--- src/rtl/reg_seq_pkg.sv ---
// rtl/reg_seq_pkg.sv - shared widths and FSM state encoding for the register-file sequencer
package reg_seq_pkg;

    localparam int DATA_W = 16;
    localparam int IDX_W  = 3;

    typedef enum logic [2:0] {
        IDLE  = 3'd0,
        READ  = 3'd1,
        OPER  = 3'd2,
        WB    = 3'd3,
        WRITE = 3'd4
    } state_e;

endpackage

--- src/rtl/reg_seq_idx_decode.sv ---
// rtl/reg_seq_idx_decode.sv - register index to one-hot strobe decoder, all-zero when gated or out of range
module idx_decode #(
    parameter int IDX_W = 3,
    parameter int NREGS = 8
) (
    input  logic [IDX_W-1:0] idx_i,
    input  logic             en_i,
    output logic [NREGS-1:0] onehot_o
);

    always_comb begin
        onehot_o = '0;
        for (int i = 0; i < NREGS; i++) begin
            if (en_i && (idx_i == IDX_W'(i))) begin
                onehot_o[i] = 1'b1;
            end
        end
    end

endmodule

--- src/rtl/reg_seq.sv ---
// rtl/reg_seq.sv - reg16 bank sequencer: read two sources, hand to ALU, write result back (ZERO_REG_EN hardwires r0)
module reg_seq #(
    parameter int NREGS  = 8,
    parameter int IDX_W  = reg_seq_pkg::IDX_W,
    parameter int DATA_W = reg_seq_pkg::DATA_W
) (
    input  logic              clk,
    input  logic              rst,
    input  logic              req_valid,
    output logic              req_ready,
    input  logic [IDX_W-1:0]  req_ra,
    input  logic [IDX_W-1:0]  req_rb,
    input  logic [IDX_W-1:0]  req_rd,
    input  logic              req_wr,
    input  logic [DATA_W-1:0] a_bus,
    input  logic [DATA_W-1:0] b_bus,
    output logic [NREGS-1:0]  sel_a,
    output logic [NREGS-1:0]  sel_b,
    output logic [NREGS-1:0]  en,
    output logic [DATA_W-1:0] bus_out,
    output logic              bus_oe,
    output logic              op_valid,
    input  logic              op_ready,
    output logic [DATA_W-1:0] op_a,
    output logic [DATA_W-1:0] op_b,
    input  logic              wb_valid,
    output logic              wb_ready,
    input  logic [DATA_W-1:0] wb_data,
    output logic              done
);

    import reg_seq_pkg::*;

    state_e             state_q, state_d;
    logic [IDX_W-1:0]   ra_q, rb_q, rd_q;
    logic               wr_q;
    logic [DATA_W-1:0]  op_a_q, op_b_q, res_q;
    logic               done_q, done_d;
    logic               a_ok, b_ok, d_ok;

`ifdef ZERO_REG_EN
    assign a_ok = (ra_q != '0);
    assign b_ok = (rb_q != '0);
    assign d_ok = (rd_q != '0);
`else
    assign a_ok = 1'b1;
    assign b_ok = 1'b1;
    assign d_ok = 1'b1;
`endif

    idx_decode #(.IDX_W(IDX_W), .NREGS(NREGS)) u_dec_a (
        .idx_i    (ra_q),
        .en_i     ((state_q == READ) && a_ok),
        .onehot_o (sel_a)
    );

    idx_decode #(.IDX_W(IDX_W), .NREGS(NREGS)) u_dec_b (
        .idx_i    (rb_q),
        .en_i     ((state_q == READ) && b_ok),
        .onehot_o (sel_b)
    );

    idx_decode #(.IDX_W(IDX_W), .NREGS(NREGS)) u_dec_d (
        .idx_i    (rd_q),
        .en_i     ((state_q == WRITE) && wr_q && d_ok),
        .onehot_o (en)
    );

    always_ff @(posedge clk) begin
        if (!rst) begin
            state_q <= IDLE;
            ra_q    <= '0;
            rb_q    <= '0;
            rd_q    <= '0;
            wr_q    <= 1'b0;
            op_a_q  <= '0;
            op_b_q  <= '0;
            res_q   <= '0;
            done_q  <= 1'b0;
        end else begin
            state_q <= state_d;
            done_q  <= done_d;
            if (state_q == IDLE && req_valid) begin
                ra_q <= req_ra;
                rb_q <= req_rb;
                rd_q <= req_rd;
                wr_q <= req_wr;
            end
            // A dark strobe (out of range or hardwired zero) means the bus is not ours to sample.
            if (state_q == READ) begin
                op_a_q <= (|sel_a) ? a_bus : '0;
                op_b_q <= (|sel_b) ? b_bus : '0;
            end
            if (state_q == WB && wb_valid) begin
                res_q <= wb_data;
            end
        end
    end

    always_comb begin
        state_d   = state_q;
        done_d    = 1'b0;
        req_ready = 1'b0;
        op_valid  = 1'b0;
        wb_ready  = 1'b0;
        case (state_q)
            IDLE: begin
                req_ready = 1'b1;
                if (req_valid) state_d = READ;
            end
            READ: state_d = OPER;
            OPER: begin
                op_valid = 1'b1;
                if (op_ready) state_d = WB;
            end
            WB: begin
                wb_ready = 1'b1;
                if (wb_valid) begin
                    if (wr_q) begin
                        state_d = WRITE;
                    end else begin
                        state_d = IDLE;
                        done_d  = 1'b1;
                    end
                end
            end
            WRITE: begin
                state_d = IDLE;
                done_d  = 1'b1;
            end
            default: state_d = IDLE;
        endcase
    end

    assign bus_oe  = |en;
    assign bus_out = bus_oe ? res_q : '0;
    assign op_a    = op_a_q;
    assign op_b    = op_b_q;
    assign done    = done_q;

endmodule

--- config.mk ---
export PLATFORM = sky130hd
export DESIGN_NAME = reg_seq
export DESIGN_NICKNAME = d
export VERILOG_FILES = /design/src/rtl/reg_seq_pkg.sv /design/src/rtl/reg_seq_idx_decode.sv /design/src/rtl/reg_seq.sv
export SDC_FILE = /design/constraint.sdc
export NUM_CORES = 1
export LEC_CHECK = 0
export BUFFER_PORTS_ARGS = -buffer_cell sky130_fd_sc_hd__buf_2
export CAP_MARGIN = 20
export CORE_MARGIN = 2
export CORE_UTILIZATION = 45
export DETAILED_ROUTE_END_ITERATION = 8
export HOLD_SLACK_MARGIN = 0.08
export PLACE_DENSITY = 0.78
export RECOVER_POWER = 50
export SLEW_MARGIN = 20
export SYNTH_ARGS = -nofsm -noshare
export SYNTH_HDL_FRONTEND = slang
export SYNTH_SLANG_ARGS = --single-unit
export TNS_END_PERCENT = 10
--- constraint.sdc ---
create_clock -name clk -period 1.95 [get_ports clk]
set_input_delay 0.39 -clock clk [delete_from_list [all_inputs] [get_ports clk]]
set_output_delay 0.39 -clock clk [all_outputs]
set_load 0.1 [all_outputs]
==> tab_implementation.tex <==
\begin{tabular}{lr}
\hline
Metric & Value \\
\hline
\multicolumn{2}{l}{\textbf{Detailed routing}} \\
Post-detailed-route DRC marker count & 0 \\
Wirelength, routed & between 8000 and 9000 um \\
First-pass detailed-route iteration total & 4 \\
Number of nets still failing antenna checks after routing & 0 \\
Number of vias per cell & 5.31 \\
Wire length per cell & 15.9 um \\
Detailed Route Iter0 Violations & between 100 and 150 \\
Vias & 2942 \\
\multicolumn{2}{l}{\textbf{GRT}} \\
Total GRT Usage & 28.2\% \\
Met2 layer usage reported by global route & around 51\% \\
Met3 routing resource usage after global routing & around a tenth \\
Wire length of the first global-routing pass & 13800 um \\
GR peak layer & met2 \\
Number of global-route vias before repair & 2913 \\
Total gr overflow & 0 \\
Antenna violations before repair & 0 \\
Maximum number of pins on one net before global-route repair & 50 \\
Met1 global-route usage & between 20\% and 30\% \\
\multicolumn{2}{l}{\textbf{Setup path}} \\
Worst R2R Setup Slack & 0.28 ns \\
Reg2reg path depth & 5 \\
Number of buffer and inverter stages on the critical path & 1 \\
Highest fanout seen on the critical path & 8 \\
Critical Path Slowest Stage Cell & sky130\_fd\_sc\_hd\_\_or3b\_4 \\
R2R Path End & op\_a[4] \\
CP endpoint kind & primary output \\
CP max stage delay & about 0.49 ns \\
Category of cells accounting for the largest share of critical-path delay & simple AND/OR/NAND/NOR gates \\
Worst-path cell chain & or3b\_4 > nor4b\_4 > buf\_12 \\
Critical Path Start Type & flip-flop \\
Required time at the endpoint of the critical path & $\sim$1.6 ns \\
Startpoint-to-endpoint class of the critical path & reg2out \\
Startpoint of the worst setup timing path & state\_q[0] \\
Data arrival, critical path & 1.73 ns \\
Worst flop-to-flop path startpoint & state\_q[0] \\
\multicolumn{2}{l}{\textbf{Layout}} \\
Commonest non-fill, non-tap cells in the layout & sky130\_fd\_sc\_hd\_\_buf\_2 (93), sky130\_fd\_sc\_hd\_\_nand3\_1 (90), sky130\_fd\_sc\_hd\_\_nand2\_1 (62) \\
Most common cell after layout, fill and taps aside & sky130\_fd\_sc\_hd\_\_buf\_2 \\
Number of inserted filler cells in the final layout & around 330 \\
Final cell count without fillers & 554 \\
Growth of design area from synthesis to finish & 75.4\% \\
Number of inserted diodes & 0 \\
Share of cells above drive strength 1 & 47.5\% \\
Number of nets in the finished design & 541 \\
\multicolumn{2}{l}{\textbf{Power}} \\
Clock network power share & 33.7\% \\
Leakage & 2.05 nW \\
Power density over the cells & 761 nW/um\^{}2 \\
Peak supply drop & between 600 and 700 uV \\
Switching Fraction & between 30\% and 40\% \\
Relative contribution of combinational cells to total power & 26.2\% \\
Part of the total power dissipated in sequential elements & 40.1\% \\
Internal & 2.28 mW \\
Switching pwr & between 1 and 1.5 mW \\
\multicolumn{2}{l}{\textbf{STA}} \\
RSZ-0062 raised after global routing & true \\
Transition time at the pin with the least slew margin & 0.993 ns \\
Worst slew margin & 33.8\% \\
Final min period & 2.12 ns \\
Largest clock skew in the final design & between 0.01 and 0.015 ns \\
Setup Viol. Count Final & 40 \\
Final slew viol count & 0 \\
Final hold violation count & 0 \\
Final period utilization & 109\% \\
Min Hold Slack & 0.266 ns \\
Max frequency & 0.472 GHz \\
Final worst setup slack & -0.170 ns \\
\multicolumn{2}{l}{\textbf{Synthesis}} \\
Count of unique library cells instantiated by Yosys & 26 \\
Post-synthesis cell count & 337 \\
Count of warnings emitted by yosys & 0 \\
Synth Register Bits & 62 \\
Mean area per synthesized cell & 7.85 um\^{}2 \\
Cell types with the largest area share after synthesis & sky130\_fd\_sc\_hd\_\_dfxtp\_1 (47\%), sky130\_fd\_sc\_hd\_\_nand3\_1 (17\%), sky130\_fd\_sc\_hd\_\_nand2\_1 (9.2\%) \\
Post-synth net total & 400 \\
Post-synth design cell area & approximately 2600 um\^{}2 \\
Area share of the leading cell type in the synthesized netlist & about 47\% \\
Library cell with the largest summed area after synthesis & sky130\_fd\_sc\_hd\_\_dfxtp\_1 \\
Share of synthesized area occupied by flip-flops and latches & 46.9\% \\
\multicolumn{2}{l}{\textbf{CTS}} \\
Clock buffer count from CTS & 9 \\
Clock tree from TritonCTS & built \\
Clock latency of the later-clocked register in the worst-skew pair & 0.33 ns \\
Maximum level of the CTS H-tree & 3 \\
Clock transition at the registers of the reported paths & 0.07 ns \\
Max Root-Sink Buffers & 2 \\
Sink count of the clock tree & 62 \\
Cell at the root of the clock tree & sky130\_fd\_sc\_hd\_\_clkbuf\_8 \\
\multicolumn{2}{l}{\textbf{Floorplanning}} \\
Chip Height & 80.7 um \\
Initial Util & $\sim$47\% \\
Standard-cell row count & 27 \\
Top-level I/O count & 140 \\
Floorplan die area & 6510 um\^{}2 \\
Width of the chip & 80.7 um \\
Core Box Area & 5610 um\^{}2 \\
\multicolumn{2}{l}{\textbf{Job}} \\
Number of violations of the max-capacitance limit & 0 \\
\multicolumn{2}{l}{\textbf{Hold path}} \\
Hold path cells & 3 \\
Hold/Removal Path Class & in2reg \\
Beginning of the worst hold path & a\_bus[12] \\
Hold Path End & op\_a[12] \\
\multicolumn{2}{l}{\textbf{Placement}} \\
Port Buf Inserts & 139 \\
Cell count after placement & 536 \\
Detailed placement HPWL & 5610 um \\
Global placer's final weighted congestion & 0.735 \\
\multicolumn{2}{l}{\textbf{Outcome}} \\
Run status & finished with violations \\
Violated checks & setup timing \\
\hline
\end{tabular}
[worst reg2reg max path, cell delays in order, from the launching register on]
cell and delay (ns):
sky130_fd_sc_hd__dfxtp_2 0.33, sky130_fd_sc_hd__or3b_4 0.49, sky130_fd_sc_hd__clkbuf_4 0.19, sky130_fd_sc_hd__clkbuf_2 0.30, sky130_fd_sc_hd__nand3_1 0.20, sky130_fd_sc_hd__nand2_1 0.06
[per-layer routing]
layer | vias to the layer above | wire [um]
li1 | 1432 | -
met1 | 1369 | 3230
met2 | 112 | 4640
met3 | 29 | 594
met4 | 0 | 325
met5 | - | 0
[final cells by class]
| class | instances | area, um^2 | area share [%] |
|---|---|---|---|
| Clock inverter | 5 | 75.1 | 1.62 |
| Sequential cell | 62 | 1240 | 26.8 |
| Timing Repair Buffer | 161 | 1510 | 32.6 |
| Clock buffer | 10 | 128 | 2.75 |
| Inverter | 2 | 10.0 | 0.216 |
| Multi-Input combinational cell | 242 | 1580 | 34.0 |
| Tap cell | 72 | 90.1 | 1.94 |
[logic make-up (layout without fill, tap and decap cells)]
logic type	count (synthesis)	in the layout	share of synthesized area, %
AO/OA/AOI/OAI	31	31	6.10
multiplexers	1	1	0.378
buffers and inverters	33	178	5.63
AND/OR/NAND/NOR	210	210	41.0
flip-flops	62	62	46.9
[stage by stage]
stage / cell area, um^2 / TNS [ns] / total power [mW] / util [%] / worst slack (ns)
after floorplan: 2880 / -16.01 / 2.11 / - / -0.606
after global placement: 4290 / 0 / 2.31 / 76.5 / 0.00826
after detailed placement: 4290 / -0.00313 / 2.33 / 76.5 / -0.00313
after CTS: 4640 / -4.10 / 3.55 / 82.7 / -0.177
after global routing: 4640 / -6.12 / 3.67 / 82.7 / -0.232
final: 4640 / -3.24 / 3.53 / 82.7 / -0.170
[power groups by stage]
stage               clock network [mW]  logic (mW)  registers (mW)
global route                      1.28       0.971            1.42
floorplan                            0       0.334            1.77
global placement                     0       0.879            1.43
detailed placement                   0       0.894            1.43
finish                            1.19       0.927            1.42
CTS                               1.21       0.926            1.41
[Yosys cell counts]
| cell type | number |
|---|---|
| sky130_fd_sc_hd__and2_1 | 16 |
| sky130_fd_sc_hd__inv_1 | 2 |
| sky130_fd_sc_hd__nand3_1 | 91 |
| sky130_fd_sc_hd__nor2b_1 | 3 |
| sky130_fd_sc_hd__nor4b_1 | 1 |
| sky130_fd_sc_hd__dfxtp_1 | 62 |
| sky130_fd_sc_hd__mux2i_1 | 1 |
| sky130_fd_sc_hd__nor3b_1 | 6 |
| sky130_fd_sc_hd__or3b_1 | 1 |
| sky130_fd_sc_hd__buf_2 | 11 |
| sky130_fd_sc_hd__clkbuf_1 | 18 |
| sky130_fd_sc_hd__nor2_1 | 7 |
| sky130_fd_sc_hd__nor3_1 | 9 |
| sky130_fd_sc_hd__nand2b_1 | 2 |
| sky130_fd_sc_hd__buf_4 | 1 |
| sky130_fd_sc_hd__nor4b_2 | 2 |
| sky130_fd_sc_hd__a21oi_1 | 1 |
| sky130_fd_sc_hd__nor4b_4 | 2 |
| sky130_fd_sc_hd__a31oi_1 | 1 |
| sky130_fd_sc_hd__and4b_1 | 1 |
| sky130_fd_sc_hd__buf_6 | 1 |
| sky130_fd_sc_hd__a32o_1 | 1 |
| sky130_fd_sc_hd__nor3b_2 | 1 |
| sky130_fd_sc_hd__nand2_1 | 65 |
| sky130_fd_sc_hd__o21ai_0 | 28 |
| sky130_fd_sc_hd__nor4_1 | 3 |
[registers in the layout, indices dropped and copies added, names as in the netlist]
signal,flops
done,1
op_a,16
op_b,16
ra_q,3
rb_q,3
rd_q,3
res_q,16
state_q,3
wr_q,1
[worst max path at each step]
stage	end	slack [ns]	cells after the start
2_1_floorplan	sel_a[4]	-0.61	5
3_3_place_gp	sel_a[0]	0.008	4
3_5_place_dp	sel_a[0]	-0.003	4
4_1_cts	sel_a[4]	-0.18	3
5_1_grt	sel_a[5]	-0.23	6
6_report	sel_b[4]	-0.17	3
[timing repair]
| item | 4_1_cts | 5_1_grt |
|---|---|---|
| hold buffers | 0 | 0 |
| cloned | 1 | 0 |
| hold endpoints to repair | 0 | 0 |
| pin swaps | 9 | 3 |
| endpoints found under the setup margin | 41 | 41 |
| buffers inserted | 2 | 0 |
| resized for setup | 36 | 7 |
(Power assumes the default switching activity.)
